[src/rtl/riscv_pkg.sv]
// Shared load/store size encodings, LSU FSM states and size helpers.
package riscv_pkg;

  localparam logic [2:0] LDST_B  = 3'd0;
  localparam logic [2:0] LDST_H  = 3'd1;
  localparam logic [2:0] LDST_W  = 3'd2;
  localparam logic [2:0] LDST_BU = 3'd4;
  localparam logic [2:0] LDST_HU = 3'd5;

  typedef enum logic [1:0] {
    IDLE = 2'd0,
    LO   = 2'd1,
    HI   = 2'd2,
    RESP = 2'd3
  } lsu_state_t;

  // Unknown size codes behave as a full word.
  function automatic logic [2:0] ldst_norm(input logic [2:0] size);
    case (size)
      LDST_B, LDST_H, LDST_BU, LDST_HU: return size;
      default:                          return LDST_W;
    endcase
  endfunction

  function automatic logic [3:0] ldst_mask(input logic [2:0] size);
    case (size)
      LDST_B, LDST_BU: return 4'b0001;
      LDST_H, LDST_HU: return 4'b0011;
      default:         return 4'b1111;
    endcase
  endfunction

  function automatic logic ldst_split(input logic [2:0] size, input logic [1:0] off);
    case (size)
      LDST_B, LDST_BU: return 1'b0;
      LDST_H, LDST_HU: return off == 2'd3;
      default:         return off != 2'd0;
    endcase
  endfunction

endpackage

[src/rtl/riscv_lsu_align.sv]
// Byte-lane alignment: byte enables and write data for both halves of an
// access, plus load extraction and sign/zero extension.
module riscv_lsu_align
  import riscv_pkg::*;
(
  input  logic [2:0]  size_i,
  input  logic [1:0]  off_i,
  input  logic [31:0] wd_i,
  input  logic [31:0] rd_lo_i,
  input  logic [31:0] rd_hi_i,
  output logic [3:0]  be_lo_o,
  output logic [3:0]  be_hi_o,
  output logic [31:0] wd_lo_o,
  output logic [31:0] wd_hi_o,
  output logic [31:0] ld_o
);

  logic [4:0]  sh;
  logic [7:0]  be_wide;
  logic [63:0] wd_wide;
  logic [31:0] ld_raw;

  always_comb begin
    sh      = {off_i, 3'b000};
    be_wide = {4'b0000, ldst_mask(size_i)} << off_i;
    wd_wide = {32'h0, wd_i} << sh;
    ld_raw  = 32'({rd_hi_i, rd_lo_i} >> sh);
    be_lo_o = be_wide[3:0];
    be_hi_o = be_wide[7:4];
    wd_lo_o = wd_wide[31:0];
    wd_hi_o = wd_wide[63:32];
    case (size_i)
      LDST_B:  ld_o = {{24{ld_raw[7]}}, ld_raw[7:0]};
      LDST_BU: ld_o = {24'h0, ld_raw[7:0]};
      LDST_H:  ld_o = {{16{ld_raw[15]}}, ld_raw[15:0]};
      LDST_HU: ld_o = {16'h0, ld_raw[15:0]};
      default: ld_o = ld_raw;
    endcase
  end

endmodule

[src/rtl/riscv_lsu_split.sv]
// Load/store unit that splits misaligned accesses into two word accesses.
// Split support is built only with LSU_MISALIGN_SPLIT_EN; otherwise misaligned requests fault.
module riscv_lsu_split
  import riscv_pkg::*;
#(
  parameter int unsigned ADDR_W      = 32,
  parameter int unsigned TIMEOUT_CYC = 16
) (
  input  logic              clk_i,
  input  logic              rst_ni,
  input  logic              core_req_i,
  input  logic              core_we_i,
  input  logic [2:0]        core_size_i,
  input  logic [ADDR_W-1:0] core_addr_i,
  input  logic [31:0]       core_wd_i,
  output logic [31:0]       core_rd_o,
  output logic              core_stall_o,
  output logic              core_err_o,
  input  logic [31:0]       mem_rd_i,
  input  logic              mem_ready_i,
  output logic              mem_req_o,
  output logic              mem_we_o,
  output logic [3:0]        mem_be_o,
  output logic [ADDR_W-1:0] mem_addr_o,
  output logic [31:0]       mem_wd_o
);

  localparam int unsigned CNT_W = $clog2(TIMEOUT_CYC + 1);

  lsu_state_t        state_q, state_d;
  logic              we_q, we_d;
  logic [2:0]        size_q, size_d;
  logic [ADDR_W-1:0] addr_q, addr_d;
  logic [31:0]       wd_q, wd_d;
  logic [31:0]       rd_lo_q, rd_lo_d;
  logic [31:0]       rd_hi_q, rd_hi_d;
  logic [CNT_W-1:0]  cnt_q, cnt_d;
  logic              err_q, err_d;
  logic [31:0]       rd_q, rd_d;

  logic              split, misalign_fault, timeout;
  logic [ADDR_W-1:0] word_addr;
  logic [3:0]        be_lo, be_hi;
  logic [31:0]       wd_lo, wd_hi, ld_data, rd_lo_sel, rd_hi_sel;

`ifdef LSU_MISALIGN_SPLIT_EN
  assign split          = ldst_split(size_q, addr_q[1:0]);
  assign misalign_fault = 1'b0;
`else
  assign split          = 1'b0;
  assign misalign_fault = ldst_split(ldst_norm(core_size_i), core_addr_i[1:0]);
`endif

  assign word_addr = {addr_q[ADDR_W-1:2], 2'b00};
  assign timeout   = (cnt_q == CNT_W'(TIMEOUT_CYC - 1));

  // Bypass the word arriving this cycle so core_rd_o is ready on entry to RESP.
  assign rd_lo_sel = (state_q == LO) ? mem_rd_i : rd_lo_q;
  assign rd_hi_sel = (state_q == HI) ? mem_rd_i : rd_hi_q;

  riscv_lsu_align u_align (
    .size_i  (size_q),
    .off_i   (addr_q[1:0]),
    .wd_i    (wd_q),
    .rd_lo_i (rd_lo_sel),
    .rd_hi_i (rd_hi_sel),
    .be_lo_o (be_lo),
    .be_hi_o (be_hi),
    .wd_lo_o (wd_lo),
    .wd_hi_o (wd_hi),
    .ld_o    (ld_data)
  );

  always_ff @(posedge clk_i or negedge rst_ni) begin
    if (!rst_ni) begin
      state_q <= IDLE;
      we_q    <= 1'b0;
      size_q  <= '0;
      addr_q  <= '0;
      wd_q    <= '0;
      rd_lo_q <= '0;
      rd_hi_q <= '0;
      cnt_q   <= '0;
      err_q   <= 1'b0;
      rd_q    <= '0;
    end else begin
      state_q <= state_d;
      we_q    <= we_d;
      size_q  <= size_d;
      addr_q  <= addr_d;
      wd_q    <= wd_d;
      rd_lo_q <= rd_lo_d;
      rd_hi_q <= rd_hi_d;
      cnt_q   <= cnt_d;
      err_q   <= err_d;
      rd_q    <= rd_d;
    end
  end

  always_comb begin
    state_d = state_q;
    we_d    = we_q;
    size_d  = size_q;
    addr_d  = addr_q;
    wd_d    = wd_q;
    rd_lo_d = rd_lo_q;
    rd_hi_d = rd_hi_q;
    cnt_d   = cnt_q;
    err_d   = 1'b0;
    rd_d    = rd_q;
    case (state_q)
      IDLE: begin
        cnt_d = '0;
        if (core_req_i) begin
          we_d   = core_we_i;
          size_d = ldst_norm(core_size_i);
          addr_d = core_addr_i;
          wd_d   = core_wd_i;
          if (misalign_fault) begin
            state_d = RESP;
            err_d   = 1'b1;
            rd_d    = '0;
          end else begin
            state_d = LO;
          end
        end
      end
      LO, HI: begin
        if (mem_ready_i) begin
          cnt_d = '0;
          if (state_q == LO) rd_lo_d = mem_rd_i;
          else               rd_hi_d = mem_rd_i;
          if (state_q == LO && split) begin
            state_d = HI;
          end else begin
            state_d = RESP;
            rd_d    = we_q ? '0 : ld_data;
          end
        end else if (timeout) begin
          state_d = RESP;
          err_d   = 1'b1;
          rd_d    = '0;
        end else begin
          cnt_d = cnt_q + 1'b1;
        end
      end
      default: state_d = IDLE;
    endcase
  end

  always_comb begin
    mem_req_o  = 1'b0;
    mem_we_o   = 1'b0;
    mem_be_o   = '0;
    mem_addr_o = '0;
    mem_wd_o   = '0;
    case (state_q)
      LO: begin
        mem_req_o  = 1'b1;
        mem_we_o   = we_q;
        mem_be_o   = be_lo;
        mem_addr_o = word_addr;
        mem_wd_o   = wd_lo;
      end
      HI: begin
        mem_req_o  = 1'b1;
        mem_we_o   = we_q;
        mem_be_o   = be_hi;
        mem_addr_o = word_addr + ADDR_W'(4);
        mem_wd_o   = wd_hi;
      end
      default: ;
    endcase
    core_stall_o = core_req_i & (state_q != RESP);
    core_err_o   = err_q;
    core_rd_o    = rd_q;
  end

endmodule

[config.mk]
export PLATFORM = sky130hd
export DESIGN_NAME = riscv_lsu_split
export DESIGN_NICKNAME = d
export VERILOG_FILES = /design/src/rtl/riscv_pkg.sv /design/src/rtl/riscv_lsu_align.sv /design/src/rtl/riscv_lsu_split.sv
export SDC_FILE = /design/constraint.sdc
export NUM_CORES = 1
export LEC_CHECK = 0
export CORE_MARGIN = 2
export CORE_UTILIZATION = 40
export DETAILED_ROUTE_END_ITERATION = 7
export GPL_TIMING_DRIVEN = 0
export PLACE_DENSITY_LB_ADDON = 0.08
export SYNTH_ARGS = -nofsm -noshare
export SYNTH_HDL_FRONTEND = slang
export SYNTH_HIERARCHICAL = 1
export SYNTH_SLANG_ARGS = --single-unit
export TNS_END_PERCENT = 1
[constraint.sdc]
create_clock -name clk_i -period 7.2 [get_ports clk_i]
set_input_delay 1.08 -clock clk_i [delete_from_list [all_inputs] [get_ports clk_i]]
set_output_delay 1.08 -clock clk_i [all_outputs]
set_load 0.05 [all_outputs]
Yosys cells after proc, flatten, opt, wreduce, memory -nomap -nowiden. Index checks and enable logic that the tools add are counted.

Add/sub/neg operators: 2. Eq/ne operators: 18. Muxes and demuxes: 30. Reduce and logical (&&, ||, !) cells: 18. Bitwise logic cells: 2. Shift-type cells: 3.

Operators by type and width (count): $mux 32 (7); $pmux 32 s2 (3); $pmux 32 s4 (1); $shl 32x5->64 (1); $shr 64x5->32 (1); $add 32x3->32 const B (1); $eq 3x3->1 const B (6); $pmux 4 s2 (2); $mux 5 (2); $pmux 5 s2 (1); $reduce_or 2->1 (5); $eq 3x1->1 const B (3); $logic_not 3->1 (3); $mux 2 (4); $reduce_and 2->1 (4); $shl 4x2->8 (1); $mux 1 (6); $ne 2x2->1 const B (3); $add 5x1->5 const B (1); $eq 5x4->1 const B (1); $eq 2x2->1 const B (2); $pmux 1 s2 (2); $pmux 2 s2 (1); $reduce_and 4->1 (1); 10 further kinds (11).

Output and inout port bits: 104. Register bits: 172.

Longest topological paths before layout.
Depth in word-level cells: 9. Depth in mapped cells: 11. Mapped depth without buffers: 8.

By module. The synthesis kept the hierarchy.

Modules (own cells, without submodules): riscv_lsu_split (cells an instance 878, seq. area each 4304.1 um^2, area each 9067.4 um^2, instances 1); riscv_lsu_align (cells an instance 242, seq. area each 0.0 um^2, area each 2055.7 um^2, instances 1).

Worst setup path after synthesis. No wires, ideal clock.

Path kind: reg-to-output. Start: register state_q[0]. End: output mem_addr_o[27]. Stages on the path, launching flop included: 7. Arrival: 3.426 ns. Path buffers: 2. Required time: 6.120 ns. Path slack: 2.694 ns. Cell sequence: dfrtp_1 > inv_1 > ha_1 > clkbuf_1 > nand2_1 > clkbuf_1 > o41ai_1.

Cells in the longest elaborated chain, start to end: 2. Elaborated cells between the ends (all ways): 3. Classes of those cells: 2 x eq/ne; 1 x mux.

Ends and longest elaborated chain: from (decl) (line riscv_lsu_split.sv:30) `lsu_state_t state_q, state_d;`; from (signal assigned) (line riscv_lsu_split.sv:87) `state_q <= state_d;`; $eq 2x2->1 / $eq 2x1->1 (equally long branches) (line riscv_lsu_split.sv:157) `case (state_q)`; $pmux 32 s2 * (line riscv_lsu_split.sv:157); to (decl) (line riscv_lsu_split.sv:24) `output logic [ADDR_W-1:0] mem_addr_o,`.

Mark *: on every way between the ends. The rest lies on a longest branch, timed or not.

Worst setup path in the final report.
Start: register state_q[1]. End: output mem_be_o[0].

Cells in the longest elaborated chain, start to end: 2. Elaborated cells between the ends (all ways): 3. Classes of those cells: 2 x eq/ne; 1 x mux.

Ends and longest elaborated chain: $eq 2x2->1 / $eq 2x1->1 (equally long branches) (line riscv_lsu_split.sv:157); $pmux 4 s2 * (line riscv_lsu_split.sv:157); to (decl) (line riscv_lsu_split.sv:23) `output logic [3:0] mem_be_o,`.

Marked as above.

==> impl_metrics.py <==
metrics = {
    "detailed_routing": {
        "via_count": 9332,
        "drtIter0Drc": 856,
        "via_per_inst": 5.56,
        "first_pass_iters": 6,
        "drcViolationCount": 0,
        "ant_nets": 0,
        "wl_per_cell_um": 20.2,
        "wl_um": 34000,
    },
    "timing": {
        "finClkSkew_ps": 17.1,
        "max_freq_ghz": 0.188,
        "layout_min_cycle_time_ps": 5320,
        "relSlewSlack": 0.276,
        "slew_violations": 0,
        "fin_tns_setup_ps": 0,
        "hold_viol": 0,
        "setup-violations-final": 0,
        "tightest_slew_ps": 1080,
        "grt_setup_unrepaired": "false",
        "min_period_over_period": 0.739,
    },
    "final_layout": {
        "utilization": 0.529,
        "fin_nets": 1443,
        "diodes": 0,
        "final_cell_mix": "204 x clkdlybuf4s50_1, 196 x nand2_1, 164 x dfrtp_1",
        "regArea_um2": 4100,
        "multi_input_area_um2": 6020,
        "fin_area_um2": 13900,
        "drive_gt1_frac": 0.200,
        "fillers": 2426,
        "final_common_cell": "clkdlybuf4s50_1",
        "syn_to_final_growth_pct": 29.1,
    },
    "synthesis": {
        "syn_avg_cell_area_um2": 9.80,
        "synth_area_um2": 10700,
        "synthCells": 1096,
        "yosys_warnings": 6,
    },
    "floorplan": {
        "dieWidth_um": 168,
        "num_rows": 59,
        "die_area_um2": 28200,
        "core_area_um2": 26200,
        "num_io_pins": 208,
        "start_util": 0.410,
        "dieHeight_um": 168,
    },
    "clock_network": {
        "ctsResizeCount": 0,
        "clkSlewWorstSetupHoldPaths_ps": 80,
        "cts_tree": "built",
        "htree_levels": 4,
        "clkSinkCount": 164,
        "cts_buffers": 17,
        "cts.path.max_buffers": 2,
        "cts_setup_buffers": 0,
        "hold_buffers": 0,
        "insertion_delay_ps": 450,
        "cts_root_buf": "clkbuf_16",
    },
    "power": {
        "p_sw_w": 0.00393,
        "p_int_w": 0.00386,
        "p_leak_nw": 5.85,
        "seqPwrFrac": 0.217,
        "p_comb_frac": 0.664,
        "power-per-cell-area_nw_per_um2": 562,
        "switching_share": 0.505,
        "peakVddDrop_v": 0.000288,
        "power.share.clock": 0.119,
    },
    "setup_path": {
        "cpPeakStageDelay_ps": 850,
        "cpMostUsedCell": "buf_1",
        "crit_type": "flop to primary output",
        "worstSetupEndpointType": "primary output",
        "critical_path.slowest_cell": "clkdlybuf4s50_1",
        "cpLargestDelayFamily": "buffers and inverters",
        "critical_path_buf_inv_count": 5,
        "crit_arrival_ps": 4240,
        "reg2regPathDepth": 11,
        "crit_fanout": 10,
        "r2r_start": "state_q[0]$_DFFE_PN0P_",
        "timing.rr.end": "core_rd_o[19]$_DFFE_PN0P_",
        "worstSetupStartpointType": "flop",
        "required_ps": 6120,
        "crit_chain": "inv_1 -> ha_1 -> buf_1 -> clkbuf_1 -> buf_1 -> a22oi_1 -> nor2_1 -> clkdlybuf4s50_1",
        "r2r_slack_ps": 3530,
    },
    "worst_hold_path": {
        "hp-class": "flop to flop",
        "min_to": "rd_lo_q[26]$_DFFE_PN0P_",
        "min_path_cells": 2,
        "hold_start": "rd_lo_q[26]$_DFFE_PN0P_",
    },
    "place": {
        "placed_cell_area_um2": 13300,
        "io_buffers": 205,
        "globalplace.congestion": 0.881,
        "place_hpwl_um": 24700,
    },
    "global_routing": {
        "grt_max_degree": 98,
        "antenna_found_initial": 0,
        "grt_pass1_wl_um": 52800,
        "grtUsageTotal": 0.243,
        "grt-ovfl-total": 0,
        "grt_pass1_vias": 9129,
    },
    "outcome": {
        "status": "completed",
    },
    "job": {
        "maxCapViolCount": 0,
    },
}
==> routing by layer <==
layer  track usage  wire (µm)  share of wire
met5             0          0              0
met4        0.0643        580          0.017
met3        0.0536       2300          0.068
met2         0.368      15200           0.45
met1         0.352      15900           0.47
==> power groups by stage <==
stage               sequential (W)  clock, W  combinational, W
finish                     0.00169  0.000923           0.00518
global route               0.00175  0.000978           0.00552
CTS                        0.00168  0.000941           0.00515
detailed placement         0.00170         0           0.00514
global placement           0.00169         0           0.00509
floorplan                  0.00178         0           0.00349
==> sequential cells by signal (all words and copies together), names as in the netlist <==
register / count
addr_q: 32
core_rd_o: 32
rd_lo_q: 32
wd_q: 32
rd_hi_q: 24
cnt_q: 5
size_q: 3
state_q: 2
core_err_o: 1
we_q: 1
==> per-stage QoR <==
stage               worst slack [ps]  total power, W  hold WS, ps  instances
floorplan                       2690         0.00527          442       1105
global placement               -2170         0.00678          453       1645
detailed placement              2350         0.00684          459       1646
CTS                             1870         0.00778          477       1678
global route                    1730         0.00826          501       1678
finish                          1880         0.00779          473       1678
==> worst max-delay path by stage <==
stage	depth (start not counted)	from	slack, ps	to
global route	8	state_q[1]$_DFFE_PN0P_	1730	mem_be_o[0]
global placement	1	rst_ni	-2170	wd_q[18]$_DFFE_PN0P_
detailed placement	8	state_q[1]$_DFFE_PN0P_	2350	mem_wd_o[7]
CTS	8	state_q[1]$_DFFE_PN0P_	1870	mem_wd_o[7]
floorplan	6	state_q[0]$_DFFE_PN0P_	2690	mem_addr_o[27]
finish	8	state_q[1]$_DFFE_PN0P_	1880	mem_be_o[0]
==> layout make-up <==
| type | count | area share |
|---|---|---|
| buffer | 98 | 0.0348 |
| clock buffer | 17 | 0.0307 |
| clock inverter | 15 | 0.0118 |
| inverter | 45 | 0.0122 |
| multi-input combinational | 798 | 0.434 |
| sequential | 164 | 0.296 |
| tap | 335 | 0.0302 |
| timing repair buffer | 206 | 0.150 |
==> worst reg2reg max path: cells and delay by family (launching register included) <==
family                   cells  cell delay [ps]
AND/OR/NAND/NOR              1              100
flip-flops                   1              430
adder cells (fa/ha/maj)      1              190
multiplexers                 4             1300
buffers and inverters        4             1450
AO/OA/AOI/OAI                1               80
Power figures use the tool's default switching activity.
